**src/rtl/dct_block_sequencer_pkg.sv**
```systemverilog
// Shared types and constants for the DA-DCT front-end sequencer.
package dct_seq_pkg;

  localparam int BLK_LEN  = 16;
  localparam int NCOEF    = 4;
  localparam int SAMPLE_W = 15;
  localparam int COEF_W   = 18;

  typedef enum logic [1:0] {IDLE, ERST, LOAD, WAIT} seq_state_t;

  typedef struct packed {
    logic [1:0]        idx;
    logic [COEF_W-1:0] data;
  } coef_entry_t;

endpackage

```
**src/rtl/dct_block_sequencer_if.sv**
```systemverilog
// Sample stream, coefficient stream and engine connection of the sequencer.
// The sequencer takes the master view (it masters the coefficient stream and
// the engine); the surrounding logic takes the slave view.
interface dct_block_sequencer_if;
  import dct_seq_pkg::*;

  logic                s_valid;
  logic                s_ready;
  logic [SAMPLE_W-1:0] s_data;
  logic                m_valid;
  logic                m_ready;
  logic [COEF_W-1:0]   m_data;
  logic [1:0]          m_idx;
  logic                m_last;
  logic                eng_rst;
  logic [SAMPLE_W-1:0] eng_in;
  logic [COEF_W-1:0]   eng_out;
  logic                eng_done;

  modport master (
    input  s_valid, s_data, m_ready, eng_out, eng_done,
    output s_ready, m_valid, m_data, m_idx, m_last, eng_rst, eng_in
  );

  modport slave (
    output s_valid, s_data, m_ready, eng_out, eng_done,
    input  s_ready, m_valid, m_data, m_idx, m_last, eng_rst, eng_in
  );
endinterface

```
**src/rtl/dct_block_sequencer_fifo.sv**
```systemverilog
// 4-deep synchronous FIFO holding {idx, data} coefficient entries.
module dct_coef_fifo
  import dct_seq_pkg::*;
(
  input  logic        clk,
  input  logic        rst,
  input  logic        push,
  input  logic        pop,
  input  coef_entry_t din,
  output coef_entry_t dout,
  output logic [2:0]  count
);
  coef_entry_t mem [4];
  logic [1:0]  wr_ptr;
  logic [1:0]  rd_ptr;
  logic        do_push;
  logic        do_pop;

  assign do_pop  = pop && (count != 3'd0);
  assign do_push = push && ((count != 3'd4) || do_pop);
  assign dout    = mem[rd_ptr];

  // pointer and occupancy tracking
  always_ff @(posedge clk) begin
    if (rst) begin
      wr_ptr <= '0;
      rd_ptr <= '0;
      count  <= '0;
    end else begin
      if (do_push) wr_ptr <= wr_ptr + 2'd1;
      if (do_pop)  rd_ptr <= rd_ptr + 2'd1;
      count <= count + {2'b00, do_push} - {2'b00, do_pop};
    end
  end

  // entry storage; contents need no reset because count gates validity
  always_ff @(posedge clk) begin
    if (do_push) mem[wr_ptr] <= din;
  end
endmodule

```
**src/rtl/dct_block_sequencer.sv**
```systemverilog
// Front-end sequencer for the serial 16-point DA-DCT engine: ping-pong sample
// banks on the input, engine restart/load/collect FSM, coefficient FIFO out.
//
//   state | meaning
//   IDLE  | engine held in reset, waiting for a full bank and an empty FIFO
//   ERST  | one-cycle engine restart, sample counter cleared
//   LOAD  | stream 16 samples of the drain bank into the engine
//   WAIT  | collect 4 done pulses into the FIFO, abort on timeout
module dct_block_sequencer #(
  parameter int TIMEOUT = 1024
) (
  input  logic                  clk,
  input  logic                  rst,
  dct_block_sequencer_if.master bus,
  output logic                  err_timeout,
  output logic [15:0]           blk_count
);
  import dct_seq_pkg::*;

  localparam int TW = $clog2(TIMEOUT + 1);

  logic [SAMPLE_W-1:0] bank [2][BLK_LEN];
  logic [1:0]          full;
  logic                fill_bank;
  logic                drain_bank;
  logic [3:0]          wr_cnt;
  logic                s_accept;

  seq_state_t          state;
  seq_state_t          state_nx;
  logic [3:0]          cnt;
  logic [1:0]          coef_cnt;
  logic [TW-1:0]       timer;
  logic                push;
  logic                blk_done;
  logic                abort;
  logic                release_bank;

  coef_entry_t         fifo_din;
  coef_entry_t         fifo_head;
  logic [2:0]          fifo_cnt;
  logic                pop;

  assign bus.s_ready  = !full[fill_bank];
  assign s_accept     = bus.s_valid && bus.s_ready;
  assign release_bank = blk_done || abort;

  // sample bank writes
  always_ff @(posedge clk) begin
    if (s_accept) bank[fill_bank][wr_cnt] <= bus.s_data;
  end

  // bank full flags and fill/drain pointers; fill and drain never name the
  // same bank when both update, so set and clear can coexist
  always_ff @(posedge clk) begin
    if (rst) begin
      full       <= '0;
      fill_bank  <= 1'b0;
      drain_bank <= 1'b0;
      wr_cnt     <= '0;
    end else begin
      if (release_bank) begin
        full[drain_bank] <= 1'b0;
        drain_bank       <= !drain_bank;
      end
      if (s_accept) begin
        wr_cnt <= wr_cnt + 4'd1;
        if (wr_cnt == 4'(BLK_LEN - 1)) begin
          full[fill_bank] <= 1'b1;
          fill_bank       <= !fill_bank;
        end
      end
    end
  end

  // FSM state register
  always_ff @(posedge clk) begin
    if (rst) state <= IDLE;
    else     state <= state_nx;
  end

  // next state, engine drive and FIFO push decode
  always_comb begin
    state_nx    = state;
    bus.eng_rst = 1'b1;
    bus.eng_in  = '0;
    push        = 1'b0;
    blk_done    = 1'b0;
    abort       = 1'b0;
    case (state)
      IDLE: if (full[drain_bank] && fifo_cnt == 3'd0) state_nx = ERST;
      ERST: state_nx = LOAD;
      LOAD: begin
        bus.eng_rst = 1'b0;
        bus.eng_in  = bank[drain_bank][cnt];
        if (cnt == 4'(BLK_LEN - 1)) state_nx = WAIT;
      end
      WAIT: begin
        bus.eng_rst = 1'b0;
        push        = bus.eng_done;
        if (bus.eng_done && coef_cnt == 2'(NCOEF - 1)) begin
          blk_done = 1'b1;
          // restart directly only when the previous three coefficients have
          // already left, so just this block's last entry remains queued
          state_nx = (full[!drain_bank] && fifo_cnt == 3'd0) ? ERST : IDLE;
        end else if (timer == TW'(TIMEOUT - 1)) begin
          abort    = 1'b1;
          state_nx = IDLE;
        end
      end
      default: state_nx = IDLE;
    endcase
  end

  // sample, coefficient and timeout counters
  always_ff @(posedge clk) begin
    if (rst) begin
      cnt      <= '0;
      coef_cnt <= '0;
      timer    <= '0;
    end else begin
      case (state)
        ERST: cnt <= '0;
        LOAD: begin
          cnt <= cnt + 4'd1;
          if (cnt == 4'(BLK_LEN - 1)) begin
            coef_cnt <= '0;
            timer    <= '0;
          end
        end
        WAIT: begin
          timer <= timer + 1'b1;
          if (push) coef_cnt <= coef_cnt + 2'd1;
        end
        default: ;
      endcase
    end
  end

  // sticky abort flag and completed-block counter
  always_ff @(posedge clk) begin
    if (rst) begin
      err_timeout <= 1'b0;
      blk_count   <= '0;
    end else begin
      if (abort)    err_timeout <= 1'b1;
      if (blk_done) blk_count   <= blk_count + 16'd1;
    end
  end

  assign fifo_din = '{idx: coef_cnt, data: bus.eng_out};
  assign pop      = bus.m_valid && bus.m_ready;

  dct_coef_fifo u_fifo (
    .clk   (clk),
    .rst   (rst),
    .push  (push),
    .pop   (pop),
    .din   (fifo_din),
    .dout  (fifo_head),
    .count (fifo_cnt)
  );

  assign bus.m_valid = (fifo_cnt != 3'd0);
  assign bus.m_data  = bus.m_valid ? fifo_head.data : '0;
  assign bus.m_idx   = bus.m_valid ? fifo_head.idx : '0;
  assign bus.m_last  = bus.m_valid && (fifo_head.idx == 2'(NCOEF - 1));
endmodule

```
**src/flat_wrapper.sv**
```systemverilog
// flat-port wrapper written by rule: the top's interface ports become plain ports
module dct_block_sequencer_flat import dct_seq_pkg::*;
#(
  parameter int TIMEOUT = 1024
)
  (clk, rst, err_timeout, blk_count, bus_s_valid, bus_s_data, bus_m_ready, bus_eng_out, bus_eng_done, bus_s_ready, bus_m_valid, bus_m_data, bus_m_idx, bus_m_last, bus_eng_rst, bus_eng_in);
  dct_block_sequencer_if bus_i ();
  input  logic clk;
  input  logic rst;
  output logic err_timeout;
  output logic [15:0] blk_count;
  input wire logic [$bits(bus_i.s_valid)-1:0] bus_s_valid;
  input wire logic [$bits(bus_i.s_data)-1:0] bus_s_data;
  input wire logic [$bits(bus_i.m_ready)-1:0] bus_m_ready;
  input wire logic [$bits(bus_i.eng_out)-1:0] bus_eng_out;
  input wire logic [$bits(bus_i.eng_done)-1:0] bus_eng_done;
  output wire logic [$bits(bus_i.s_ready)-1:0] bus_s_ready;
  output wire logic [$bits(bus_i.m_valid)-1:0] bus_m_valid;
  output wire logic [$bits(bus_i.m_data)-1:0] bus_m_data;
  output wire logic [$bits(bus_i.m_idx)-1:0] bus_m_idx;
  output wire logic [$bits(bus_i.m_last)-1:0] bus_m_last;
  output wire logic [$bits(bus_i.eng_rst)-1:0] bus_eng_rst;
  output wire logic [$bits(bus_i.eng_in)-1:0] bus_eng_in;
  assign bus_i.s_valid = bus_s_valid;
  assign bus_i.s_data = bus_s_data;
  assign bus_i.m_ready = bus_m_ready;
  assign bus_i.eng_out = bus_eng_out;
  assign bus_i.eng_done = bus_eng_done;
  assign bus_s_ready = bus_i.s_ready;
  assign bus_m_valid = bus_i.m_valid;
  assign bus_m_data = bus_i.m_data;
  assign bus_m_idx = bus_i.m_idx;
  assign bus_m_last = bus_i.m_last;
  assign bus_eng_rst = bus_i.eng_rst;
  assign bus_eng_in = bus_i.eng_in;
  dct_block_sequencer #(.TIMEOUT(TIMEOUT)) u_core (.clk(clk), .rst(rst), .bus(bus_i), .err_timeout(err_timeout), .blk_count(blk_count));
endmodule
```
**config.mk**
```make
export PLATFORM = sky130hd
export DESIGN_NAME = dct_block_sequencer_flat
export DESIGN_NICKNAME = d
export VERILOG_FILES = /design/src/rtl/dct_block_sequencer_pkg.sv /design/src/rtl/dct_block_sequencer_if.sv /design/src/rtl/dct_block_sequencer_fifo.sv /design/src/rtl/dct_block_sequencer.sv /design/src/flat_wrapper.sv
export SDC_FILE = /design/constraint.sdc
export NUM_CORES = 1
export LEC_CHECK = 0
export ABC_AREA = 1
export BUFFER_PORTS_ARGS = -buffer_cell sky130_fd_sc_hd__buf_4
export CELL_PAD_IN_SITES_DETAIL_PLACEMENT = 1
export CELL_PAD_IN_SITES_GLOBAL_PLACEMENT = 1
export CORE_UTILIZATION = 49
export DETAILED_ROUTE_END_ITERATION = 7
export PLACE_DENSITY_LB_ADDON = 0.1
export SYNTH_ARGS = -nofsm -noshare
export SYNTH_HDL_FRONTEND = slang
export SYNTH_SLANG_ARGS = --single-unit
```
**constraint.sdc**
```tcl
create_clock -name clk -period 3 [get_ports clk]
set_input_delay 0.15 -clock clk [delete_from_list [all_inputs] [get_ports clk]]
set_output_delay 0.15 -clock clk [all_outputs]
set_load 0.1 [all_outputs]
```
# [Word level (Yosys, flattened, before mapping)]
# Memory sizes are Yosys's and may differ from the RTL's. A register that Yosys moved wholly into a read port is not among the register bits.
# Cells that the tools add are included.
[classes] n_addsub=9 magnitude_cmp=8 eq_ne=13 n_mux=49 bitwise=5 reduce_logical=26
[op_table] cell="$mux 240" count=1
[op_table] cell="$bmux 15 s4" count=1
[op_table] cell="$demux 15 s4" count=1
[op_table] cell="$mux 15" count=4
[op_table] cell="$mux 2" count=13
[op_table] cell="$pmux 11 s2" count=1
[op_table] cell="$mux 1" count=21
[op_table] cell="$mux 18" count=1
[op_table] cell="$add 16x1->16 const B" count=1
[op_table] cell="$add 11x1->11 const B" count=1
[op_table] cell="$eq 11x10->1 const B" count=1
[op_table] cell="$logic_and 1x1->1" count=11
[op_table] cell="$mux 11" count=1
[op_table] cell="$ge 5x5->1 const B" count=2
[op_table] cell="$not 4->5" count=2
[op_table] cell="$add 4x1->4 const B" count=2
[op_table] cell="$eq 2x2->1 const B" count=4
[op_table] cell="$eq 4x4->1 const B" count=2
[op_table] cell="$pmux 2 s4" count=1
[op_table] cell="$pmux 4 s2" count=1
[op_table] cell="$add 2x1->2 const B" count=3
[op_table] cell="$lt 1x2->1 const B" count=3
[op_table] cell="$reduce_and 3->1" count=2
[op_table] cell="$lt 5x1->1 const B" count=1
[op_table] cell="other kinds (21)" count=29
[totals] ff_bits=51 ram_bits=560 out_inout_bits=56 word_cells=125 n_memories=2
[memory_table] name="u_core.bank" words=2 width=240 rd=1 rd_clocked_by_memory_dff=1 write_ports=1 line_no="dct_block_sequencer.sv:22" rtl="logic [SAMPLE_W-1:0] bank [2][BLK_LEN];"
[memory_table] name="u_core.u_fifo.mem" words=4 width=20 rd=1 rd_clocked_by_memory_dff=1 write_ports=1 line_no="dct_block_sequencer_fifo.sv:13" rtl="coef_entry_t mem [4];"

# [Longest topological paths before layout]
[depth] ltp_word=11 depth_mapped=11 mapped_depth_nobuf=10

# [By module]
# From an unflattened synthesis, not the netlist that was laid out.
[hier_totals] cells_unflattened=2489 hier_area_um2=25991.2
[modules_own_cells] mod="dct_block_sequencer" instances=1 cells_each=2225 area_each_um2=22562.9 seq_area_each_um2=15314.7
[modules_own_cells] mod="dct_coef_fifo" instances=1 cells_each=264 area_each_um2=3428.3 seq_area_each_um2=2582.5

# [Worst setup path before layout]
# No wires, ideal clock.
[synth_path] path_type="reg-to-reg" start="register u_core.fill_bank" end="memory u_core.bank[0][100] (netlist name), enable pin" setup_ns=0.406 t_arrival_ns=2.862 t_required_ns=2.594 setup_slack_ns=-0.268 stages_incl_launch_ff=7 n_path_buf=1 period_less_slack_ns=3.268 cell_sequence="dfxtp_1 -> buf_2 -> o21a_1 -> nand2_2 -> inv_2 -> nand2_1 -> nor3_1"
[synth_between] elab_chain_cells=6
[synth_lines] element="from (decl)" line_no="dct_block_sequencer.sv:24" rtl="logic fill_bank;"
[synth_lines] element="from (signal assigned)" line_no="dct_block_sequencer.sv:70" rtl="fill_bank <= !fill_bank;"
[synth_lines] element="$mux 1 (implied by the code) (2 in series)" line_no="dct_block_sequencer.sv:44" rtl="assign bus.s_ready = !full[fill_bank];"
[synth_lines] element="$logic_not 1->1" line_no="dct_block_sequencer.sv:44"
[synth_lines] element="named net bus_s_ready" line_no="flat_wrapper.sv:17" rtl="output wire logic [$bits(bus_i.s_ready)-1:0] bus_s_ready;"
[synth_lines] element="$logic_and 1x1->1" line_no="dct_block_sequencer.sv:45" rtl="assign s_accept = bus.s_valid && bus.s_ready;"
[synth_lines] element="$mux 1" line_no="dct_block_sequencer.sv:50" rtl="if (s_accept) bank[fill_bank][wr_cnt] <= bus.s_data;"
[synth_lines] element="$mux 240 (implied by the code)" line_no="dct_block_sequencer.sv:50"
[synth_lines] element="to (decl)" line_no="dct_block_sequencer.sv:22"
# The timed path passes the listed nets, and every way through them passes these cells. The select of a mux whose other input is x is not followed.

==> metrics.yaml <==
outcome:
  run_status: "completed"
routing:
  detailedRoute.firstPassIterationCount: 6
  wire_per_inst_um: 21.56
  finalWirelength_mm: 72.66
  vias: 18502
  drtIter0Drc: 1272
  detail_route.drc_violations: 0
  antenna_left: 0
  via_per_inst: 5.489
logic_synthesis:
  synth-edff-count: 560
  synth_sequential_area_ratio: 0.6888
  synthesis.area_per_instance_sq_um: 10.46
  postSynth.asyncResetShare: 0
  postSynthNetCount: 2540
  synth_flop_cell: "edfxtp_1"
  synth_seq_cells: 614
  synth.cell_area_sq_um: 25980
  yosys.cell_types.count: 37
  synth_cells: 2484
  synth_warnings: 0
sta:
  worst_hold_slack_ps: 31.76
  max_slew.worst_pin.slew_ps: 877.4
  final_max_slew_viol_count: 0
  timing.setup.tns_ps: 0
  setup-violations-final: 0
  finalClockSkew_ps: 11.09
  final.period_utilization: 0.9678
  timing_hold_violations_final: 0
  slew_headroom: 0.4144
  max_freq_ghz: 0.3444
  finalCriticalPeriod_ps: 2903
global_route:
  grt_pass1_wl_mm: 109.3
  global_route.peak_usage_layer: "met2"
  grt_use_met2: 0.4597
  met1_usage: 0.3556
  grt_antenna_before_repair: 1
  grt_max_degree: 130
  gr-usage-all-layers: 0.2702
  gr-total-overflow: 0
  met3_usage: 0.04052
  vias_in_the_first_global_route: 19275
layout:
  post_route_cells_drive_above_1_share: 0.1174
  final.fill_count: 5566
  final_common_cell: "nand2_1"
  finish.net_count: 2690
  final-instance-count-excl-fill: 3371
  utilization: 0.5785
  layout_common_cells: "nand2_1, edfxtp_1, nor2_1, nand3_1, inv_1"
  area_growth_syn_to_layout_pct: 16.77
floorplanning:
  io-pin-count: 94
  core.rowCount: 84
  floorplan.initialDensity: 0.4954
  floorplan.die.height_um: 232.3
  fp.dieW_um: 232.3
  floorplan.core_area_sq_um: 52450
  die_area_sq_um: 53950
power:
  irDropWorstVdd_uv: 520.8
  cellLeakagePower_nw: 11.78
  power.total_mw: 21.57
  pwr_density_cell_nw_per_um2: 710.9
critical_path:
  r2r_setup_slack_ps: 580
  cp.arrival_ps: 2750
  critical_path.endpoint_type: "output port"
  top_fanout_value_on_the_critical_path: 42
  worst_r2r_startpoint: "u_core.state[1]"
  worst_ep_required_time_ps: 2850
  cp-start-kind: "flip-flop"
  crit_type: "flip-flop to output port"
clock_network:
  path_clk_slew_ps: 60
  cts_tree: "yes"
  cts_max_level: 3
  clock_sinks: 614
  cts-root-to-sink-buffers: 3
  cts-root-buf: "clkbuf_16"
  insertion_delay_ps: 600
  cts_buffers: 67
flow_run:
  drv_cap: 0
hold_path:
  worst_hold_startpoint: "bus_s_data[3]"
  worstHoldPathType: "input pin to flip-flop"
placed_design:
  placed_cells_incl_taps: 3218
  numPortBuffers: 93
  gpl.final_weighted_congestion: 0.8027
  hpwlAfterDp_mm: 42.22
[cells in the mapped netlist (all sizes together) (2+ instances only)]
library cell,number,area share
inv,244,0.035
nand2,610,0.089
clkbuf,45,0.0065
nor3,35,0.0069
xor2,3,0.0010
a211oi,2,0.00058
buf,77,0.016
nand3b,2,0.00058
a21oi,66,0.013
nand3,264,0.051
o21a,3,0.00087
nand4,7,0.0017
o22ai,2,0.00048
ha,17,0.0082
edfxtp,560,0.65
dfxtp,54,0.042
xnor2,3,0.0010
nor2,347,0.051
o21ai,138,0.027
[logic make-up (layout without fill, tap and decap cells)]
family | count (synthesis) | after routing | synth area share
and+or+nand+nor | 1267 | 1267 | 0.2003
AOI/OAI and AO/OA | 213 | 213 | 0.04190
other | 0 | 1 | 0
xor gates and xnor gates | 6 | 6 | 0.002023
DFF | 614 | 614 | 0.6888
buffers and inverters | 366 | 564 | 0.05803
adders and majority gates | 18 | 18 | 0.008957
[worst max-delay path, cell delays in order (launching register included)]
cell     delay, ps
dfxtp_4        510
inv_16         120
buf_4          220
nand2_1         70
nand3_1         60
nand3_1        140
nand3_1        140
nand2_1        220
nand2_1        170
nor2_1         150
buf_4          310
[registers in the layout, summed over array words and instances, names as in the netlist, named ones only]
name and flops:
u_core.bank 480, u_core.u_fifo.mem 80, u_core.blk_count 16, u_core.timer 11, u_core.cnt 4, u_core.wr_cnt 4, u_core.u_fifo.count 3, u_core.coef_cnt 2
u_core.full 2, u_core.state 2, u_core.u_fifo.rd_ptr 2, u_core.u_fifo.wr_ptr 2, u_core.drain_bank 1, u_core.err_timeout 1, u_core.fill_bank 1
[worst paths after layout]
kind                            endpoint  depth (start not counted)
setup / recovery          bus_eng_in[10]                         10
hold / removal       u_core.bank[0][183]                          1
setup reg to reg  u_core.u_fifo.count[2]                          9
hold reg to reg       u_core.err_timeout                          2
[per-stage QoR]
stage	instance area, sq um	setup slack (ps)
6_report	30340	96.67
5_1_grt	30340	-7.784
4_1_cts	30200	7.591
3_5_place_dp	27760	568.6
3_3_place_gp	27760	649.8
2_1_floorplan	26000	-267.8
[power by group]
group | internal (mW) | total [mW] | switching, mW | leakage (nW)
registers | 9.43 | 9.50 | 0.0691 | 5.50
clock network | 4.81 | 8.10 | 3.30 | 1.04
logic | 0.895 | 3.97 | 3.07 | 5.24
total | 15.1 | 21.6 | 6.44 | 11.8
[metal layers]
metal  routed length [um]  share of wire
met1                31010           0.43
met3                 3640          0.050
met5                    0              0
met2                36100           0.50
met4                 1914          0.026
[cell type report]
class / instances / area (sq um) / area share
inverter: 244 / 942.2 / 0.03105
clock inverter: 22 / 202.7 / 0.006681
multi-input combinational: 1504 / 6723 / 0.2216
tap: 688 / 860.8 / 0.02837
clock buffer: 95 / 1928 / 0.06355
sequential: 614 / 17900 / 0.5901
timing repair buffer: 203 / 1777 / 0.05856
antenna: 1 / 2.502 / 0.00008248
[repair_timing]
item	CTS	global route
endpoints found under the hold margin	207	0
hold buffers	30	0
resized for setup	2	12
buffers inserted	0	3
setup endpoints to repair	2	14
cloned	0	2
Power figures use the tool's default switching activity.
